### src/rtl/uart_tx_fifo.sv
// -----------------------------------------------------------------------------
// uart_tx_fifo
//
// Byte FIFO plus a small sequencer that feeds the uart transmitter through its
// tx_data_valid / tx_data / tx_busy handshake. Producers push bytes at up to
// one per clock and never have to look at tx_busy themselves.
//
// Parameters
//   DEPTH          FIFO capacity in bytes (power of two, >= 2)
//   ACCEPT_TIMEOUT cycles to wait for tx_busy after a handoff (>= 2)
//
// Ports
//   clk            single clock, shared with uart
//   rst            synchronous active-high reset
//   wr_en, wr_data write strobe and byte to enqueue
//   full, empty    decoded from the registered level
//   level          occupancy, 0..DEPTH
//   tx_busy        from uart
//   tx_data_valid  one-cycle handoff strobe to uart
//   tx_data        byte to uart, held until the next strobe
//   overflow       sticky write-while-full flag (only with UART_TX_FIFO_OVF_EN)
//
// Build option
//   UART_TX_FIFO_OVF_EN  adds the overflow port and its flag register.
// -----------------------------------------------------------------------------
module uart_tx_fifo #(
    parameter int DEPTH          = 16,
    parameter int ACCEPT_TIMEOUT = 16
) (
    input  logic                     clk,
    input  logic                     rst,
    input  logic                     wr_en,
    input  logic [7:0]               wr_data,
    output logic                     full,
    output logic                     empty,
    output logic [$clog2(DEPTH):0]   level,
    input  logic                     tx_busy,
    output logic                     tx_data_valid,
    output logic [7:0]               tx_data
`ifdef UART_TX_FIFO_OVF_EN
    ,
    output logic                     overflow
`endif
);

    localparam int AW = $clog2(DEPTH);
    localparam int TW = $clog2(ACCEPT_TIMEOUT);

    typedef enum logic [1:0] {
        IDLE,
        WAIT_ACCEPT,
        WAIT_DONE
    } state_t;

    logic [7:0]    mem [DEPTH];
    logic [AW-1:0] wr_ptr;
    logic [AW-1:0] rd_ptr;
    logic [AW:0]   level_q;

    state_t        state;
    state_t        state_next;
    logic [TW-1:0] to_cnt;
    logic [TW-1:0] to_cnt_next;
    logic          load;

    logic          wr_accept;
    logic          pop;

    assign level = level_q;
    assign full  = (level_q == (AW+1)'(DEPTH));
    assign empty = (level_q == '0);

    // A write while full is dropped even if a pop happens in the same cycle.
    assign wr_accept = wr_en && !full;
    // The head byte is popped in the cycle the strobe is visible, i.e. one
    // edge after it was copied into tx_data.
    assign pop = tx_data_valid;

    // NOTE: the storage array carries no reset; only pointers and level define
    // which entries are meaningful, and leaving it unreset keeps it a plain RAM.
    always_ff @(posedge clk) begin
        if (wr_accept) begin
            mem[wr_ptr] <= wr_data;
        end
    end

    // NOTE: all sequential state uses non-blocking assignments so every
    // register samples the values from before the edge, regardless of order.
    always_ff @(posedge clk) begin
        if (rst) begin
            wr_ptr  <= '0;
            rd_ptr  <= '0;
            level_q <= '0;
        end else begin
            if (wr_accept) begin
                wr_ptr <= wr_ptr + 1'b1;
            end
            if (pop) begin
                rd_ptr <= rd_ptr + 1'b1;
            end
            case ({wr_accept, pop})
                2'b10:   level_q <= level_q + 1'b1;
                2'b01:   level_q <= level_q - 1'b1;
                default: level_q <= level_q;
            endcase
        end
    end

    // Sequencer next-state logic.
    // NOTE: every output of this block is given a default first so no path
    // leaves a signal unassigned, which would otherwise infer a latch.
    always_comb begin
        state_next  = state;
        to_cnt_next = to_cnt;
        load        = 1'b0;
        case (state)
            IDLE: begin
                if (!empty && !tx_busy) begin
                    load       = 1'b1;
                    state_next = WAIT_ACCEPT;
                end
            end
            WAIT_ACCEPT: begin
                if (tx_busy) begin
                    state_next  = WAIT_DONE;
                    to_cnt_next = '0;
                end else if (to_cnt == TW'(ACCEPT_TIMEOUT - 1)) begin
                    // uart never took the byte; it is still counted as sent.
                    state_next  = IDLE;
                    to_cnt_next = '0;
                end else begin
                    to_cnt_next = to_cnt + 1'b1;
                end
            end
            WAIT_DONE: begin
                if (!tx_busy) begin
                    state_next = IDLE;
                end
            end
            default: begin
                state_next  = IDLE;
                to_cnt_next = '0;
            end
        endcase
    end

    always_ff @(posedge clk) begin
        if (rst) begin
            state         <= IDLE;
            to_cnt        <= '0;
            tx_data_valid <= 1'b0;
            tx_data       <= 8'h00;
        end else begin
            state         <= state_next;
            to_cnt        <= to_cnt_next;
            tx_data_valid <= load;
            if (load) begin
                tx_data <= mem[rd_ptr];
            end
        end
    end

`ifdef UART_TX_FIFO_OVF_EN
    always_ff @(posedge clk) begin
        if (rst) begin
            overflow <= 1'b0;
        end else if (wr_en && full) begin
            overflow <= 1'b1;
        end
    end
`endif

endmodule

### config.mk
export PLATFORM = sky130hd
export DESIGN_NAME = uart_tx_fifo
export DESIGN_NICKNAME = d
export VERILOG_FILES = /design/src/rtl/uart_tx_fifo.sv
export SDC_FILE = /design/constraint.sdc
export NUM_CORES = 1
export LEC_CHECK = 0
export ABC_AREA = 1
export ABC_CLOCK_PERIOD_IN_PS = 2700
export CORE_ASPECT_RATIO = 0.75
export CORE_MARGIN = 2
export CORE_UTILIZATION = 50
export CTS_CLUSTER_SIZE = 30
export DETAILED_ROUTE_END_ITERATION = 10
export PLACE_DENSITY = 0.65
export SETUP_SLACK_MARGIN = 0.5
export SLEW_MARGIN = 10
export SYNTH_ARGS = -nofsm -noshare
export SYNTH_HDL_FRONTEND = slang
export SYNTH_SLANG_ARGS = --single-unit
### constraint.sdc
create_clock -name clk -period 2.7 [get_ports clk]
set_clock_uncertainty 0.15 [all_clocks]
set_input_delay 0.81 -clock clk [delete_from_list [all_inputs] [get_ports clk]]
set_output_delay 0.81 -clock clk [all_outputs]
set_load 0.01 [all_outputs]
==> impl_metrics.py <==
metrics = {
    "status": {
        "status": "finished clean",
    },
    "critical_path": {
        "endpoint_kind": "output pin",
        "crit_type": "flop to output pin",
        "crit_buf_inv": 2,
        "cp_cell_sequence": "nor2_4 -> nand4_1 -> inv_1 -> buf_2",
        "cp_slowest_cell": "dfxtp_4",
        "path_depth": 4,
        "crit_end": "full",
        "cpLargestDelayFamily": "flip-flops",
        "reg2reg_slack_ps": 620,
        "cp.arrival_ps": 1210,
        "reg2reg_from": "level[2]",
        "critPathLaunchType": "flop",
        "worstSetupStartpoint": "level[0]",
        "reg2reg_depth": 12,
        "cp.required_ps": 1740,
        "slowest_delay_ps": 350,
        "crit_fanout": 3,
        "timing.rr.end": "level[2]",
    },
    "yosys": {
        "synth_top_area_share_pct": 56.18,
        "synthXorXnorAreaFrac_pct": 0.6401,
        "synth_compound_area_share_pct": 2.944,
        "synth-adder-area-share_pct": 1.829,
        "synth_cells": 697,
        "ys_seq_elements": 156,
        "synth.avg_cell_area_um2": 9.816,
        "synth.most_common_cell": "nand2_1",
        "synth.distinct_cells": 29,
        "synth_warnings": 0,
        "synth_edf_count": 128,
        "synth_area_leaders": "edfxtp_1 (56%), nand2_1 (13%), dfxtp_1 (8.2%)",
        "synthSimpleGateAreaFrac_pct": 22.66,
        "synth_top_cell_by_area": "edfxtp_1",
        "synthesis.nets": 719,
        "synth_area_um2": 6842,
        "seq_area_frac_synth_pct": 64.37,
        "async_reset_ff_share_pct": 0,
        "synth_top_family_by_area": "simple AND/OR/NAND/NOR gates",
        "muxShareOfSynthArea_pct": 0,
        "ys_top_cells_by_count": "nand2_1 (233), edfxtp_1 (128), nand3_1 (94)",
        "synth_ff_type": "edfxtp_1",
    },
    "clock_network": {
        "clkSlewWorstSetupHoldPaths_ps": 60,
        "cts_made_buffers": 17,
        "h-tree-depth": 4,
        "clockBufferDepth": 2,
        "clock_sinks": 156,
        "tritoncts": "done",
        "root_buffer": "clkbuf_16",
        "clk_latency_ps": 430,
    },
    "final_layout": {
        "antennaDiodeCount": 0,
        "nFillCells": 1078,
        "final_nets": 780,
        "areaGrowthSynthToFinish_pct": 18.71,
        "final_layout_size_suffix_gt1_share_pct": 12.58,
        "fin_cells": 942,
    },
    "die": {
        "std_cell_rows": 36,
        "die_height_um": 105.3,
        "die_w_um": 139.1,
        "ioPinCount": 28,
        "core_um2": 13150,
        "die_area_um2": 14640,
        "start_util_pct": 52.02,
    },
    "global_route": {
        "grt_usage_pct": 23.36,
        "first_global_vias": 4672,
        "grt_pass1_wl_um": 25490,
        "antenna_found_initial": 0,
        "grt_max_degree": 52,
        "grt_overflow_total": 0,
    },
    "power": {
        "p_per_area_nw_per_um2": 745.1,
        "ir_drop_v": 0.0004852,
        "cellLeakagePower_uw": 0.003517,
    },
    "placed_design": {
        "dp_hpwl_um": 10720,
        "placed_cells": 904,
        "place_ws_ps": 34.29,
        "globalplace.congestion": 0.8717,
        "portBuffers": 27,
    },
    "sta": {
        "fin_tns_setup_ps": 0,
        "final_max_slew_viol_count": 0,
        "setup_viol": 0,
        "max_slew_margin_pct": 45.08,
        "period_minus_slack_ps": 2172,
        "setup_slack_ps": 528.5,
        "worst_slew_pin_slew_ps": 821.2,
        "fmax_ghz": 0.4605,
        "post-route-period-util_pct": 80.43,
        "rsz0062_at_grt": "true",
        "hold_viol_final": 0,
    },
    "routing": {
        "vias": 4933,
        "drcViolationCount": 0,
        "ant_nets": 0,
        "wl_per_cell_um": 17.47,
        "drt_iter0_drc": 584,
        "routed_wl_um": 16460,
        "viasPerCell": 5.237,
        "first_pass_iters": 5,
    },
    "worst_hold_path": {
        "min_path_type": "flop to flop",
    },
    "job": {
        "cap_violations": 0,
    },
}
==> power breakdown <==
| group | leakage [µW] | switching, µW | internal, µW |
|---|---|---|---|
| logic | 0.00183 | 595 | 365 |
| clock network | 0.000295 | 898 | 1400 |
| registers | 0.00139 | 86.3 | 2710 |
| total | 0.00352 | 1580 | 4470 |
==> cells in the final DEF (no fill, tap or decap), types with 4 or more instances in the layout <==
cell	n
nor2_1	27
clkinv_2	4
inv_1	90
edfxtp_1	128
clkdlybuf4s50_1	10
ha_1	7
clkbuf_8	7
clkbuf_16	18
o21a_1	9
inv_2	6
buf_4	41
nand3_1	93
a21oi_1	14
dlygate4sd2_1	14
dfxtp_1	23
o21ai_0	7
nand2_1	232
==> registers in the layout, summed over array words and instances, names as in the netlist <==
name and count:
wr_ptr 4, mem 128, rd_ptr 4, tx_data_valid 1, to_cnt 4, state 2
level 5, tx_data 8
==> worst register-to-register path, cell delays in order, from the launching register on <==
cell and delay [ps]:
dfxtp_1 380, inv_2 70, nand4_1 130, nand2_2 100
ha_4 200, xor2_2 190, ha_2 180, inv_1 60
nand2_2 60, buf_4 130, xor2_1 160, o21ai_1 120
inv_1 40
==> timing repair <==
item / 4_1_cts / 5_1_grt
hold buffers: 0 / 0
pin swaps: 2 / 12
setup endpoints to repair: 18 / 66
resized for setup: 26 / 12
buffers inserted: 1 / 5
hold endpoints to repair: 0 / 0
==> stage by stage <==
step	utilization (%)	power [µW]	cell area (µm²)	hold slack (ps)
2_1_floorplan	-	3392	6854	307.1
3_3_place_gp	56.82	3746	7473	319.7
3_5_place_dp	56.82	3776	7473	328.1
4_1_cts	61.26	6025	8058	336.4
5_1_grt	61.75	6295	8122	357.0
6_report	61.75	6051	8122	338.1
==> layout make-up <==
cell class	instances	area, µm²	share of cell area, %
clock buffer	27	554.3	6.825
clock inverter	5	26.28	0.3235
inverter	98	367.9	4.529
multi-input combinational	416	1968	24.23
sequential	156	4418	54.40
tap	171	214.0	2.634
timing repair buffer	69	573.1	7.056
==> routing by layer <==
| metal | part of all wire (%) | track usage, % |
|---|---|---|
| met5 | 0 | 0 |
| met4 | 1.6 | 7.071 |
| met3 | 7.9 | 6.861 |
| met2 | 44 | 34.17 |
| met1 | 47 | 33.90 |
==> worst min path at each step <==
stage | startpoint | to | slack (ps) | cells after the start
2_1_floorplan | to_cnt[3] | to_cnt[3] | 310 | 2
3_3_place_gp | to_cnt[1] | to_cnt[1] | 320 | 2
3_5_place_dp | to_cnt[1] | to_cnt[1] | 330 | 2
4_1_cts | to_cnt[1] | to_cnt[1] | 340 | 2
5_1_grt | to_cnt[1] | to_cnt[1] | 360 | 2
6_report | to_cnt[1] | to_cnt[1] | 340 | 2
==> cells by family (layout without fill, tap and decap cells) <==
logic type	count (synthesis)	after routing
AOI/OAI and AO/OA	34	34
xor gates and xnor gates	5	5
adders and majority gates	10	10
buffers and inverters	125	199
DFF	156	156
and+or+nand+nor	367	367
Power figures use the tool's default switching activity.
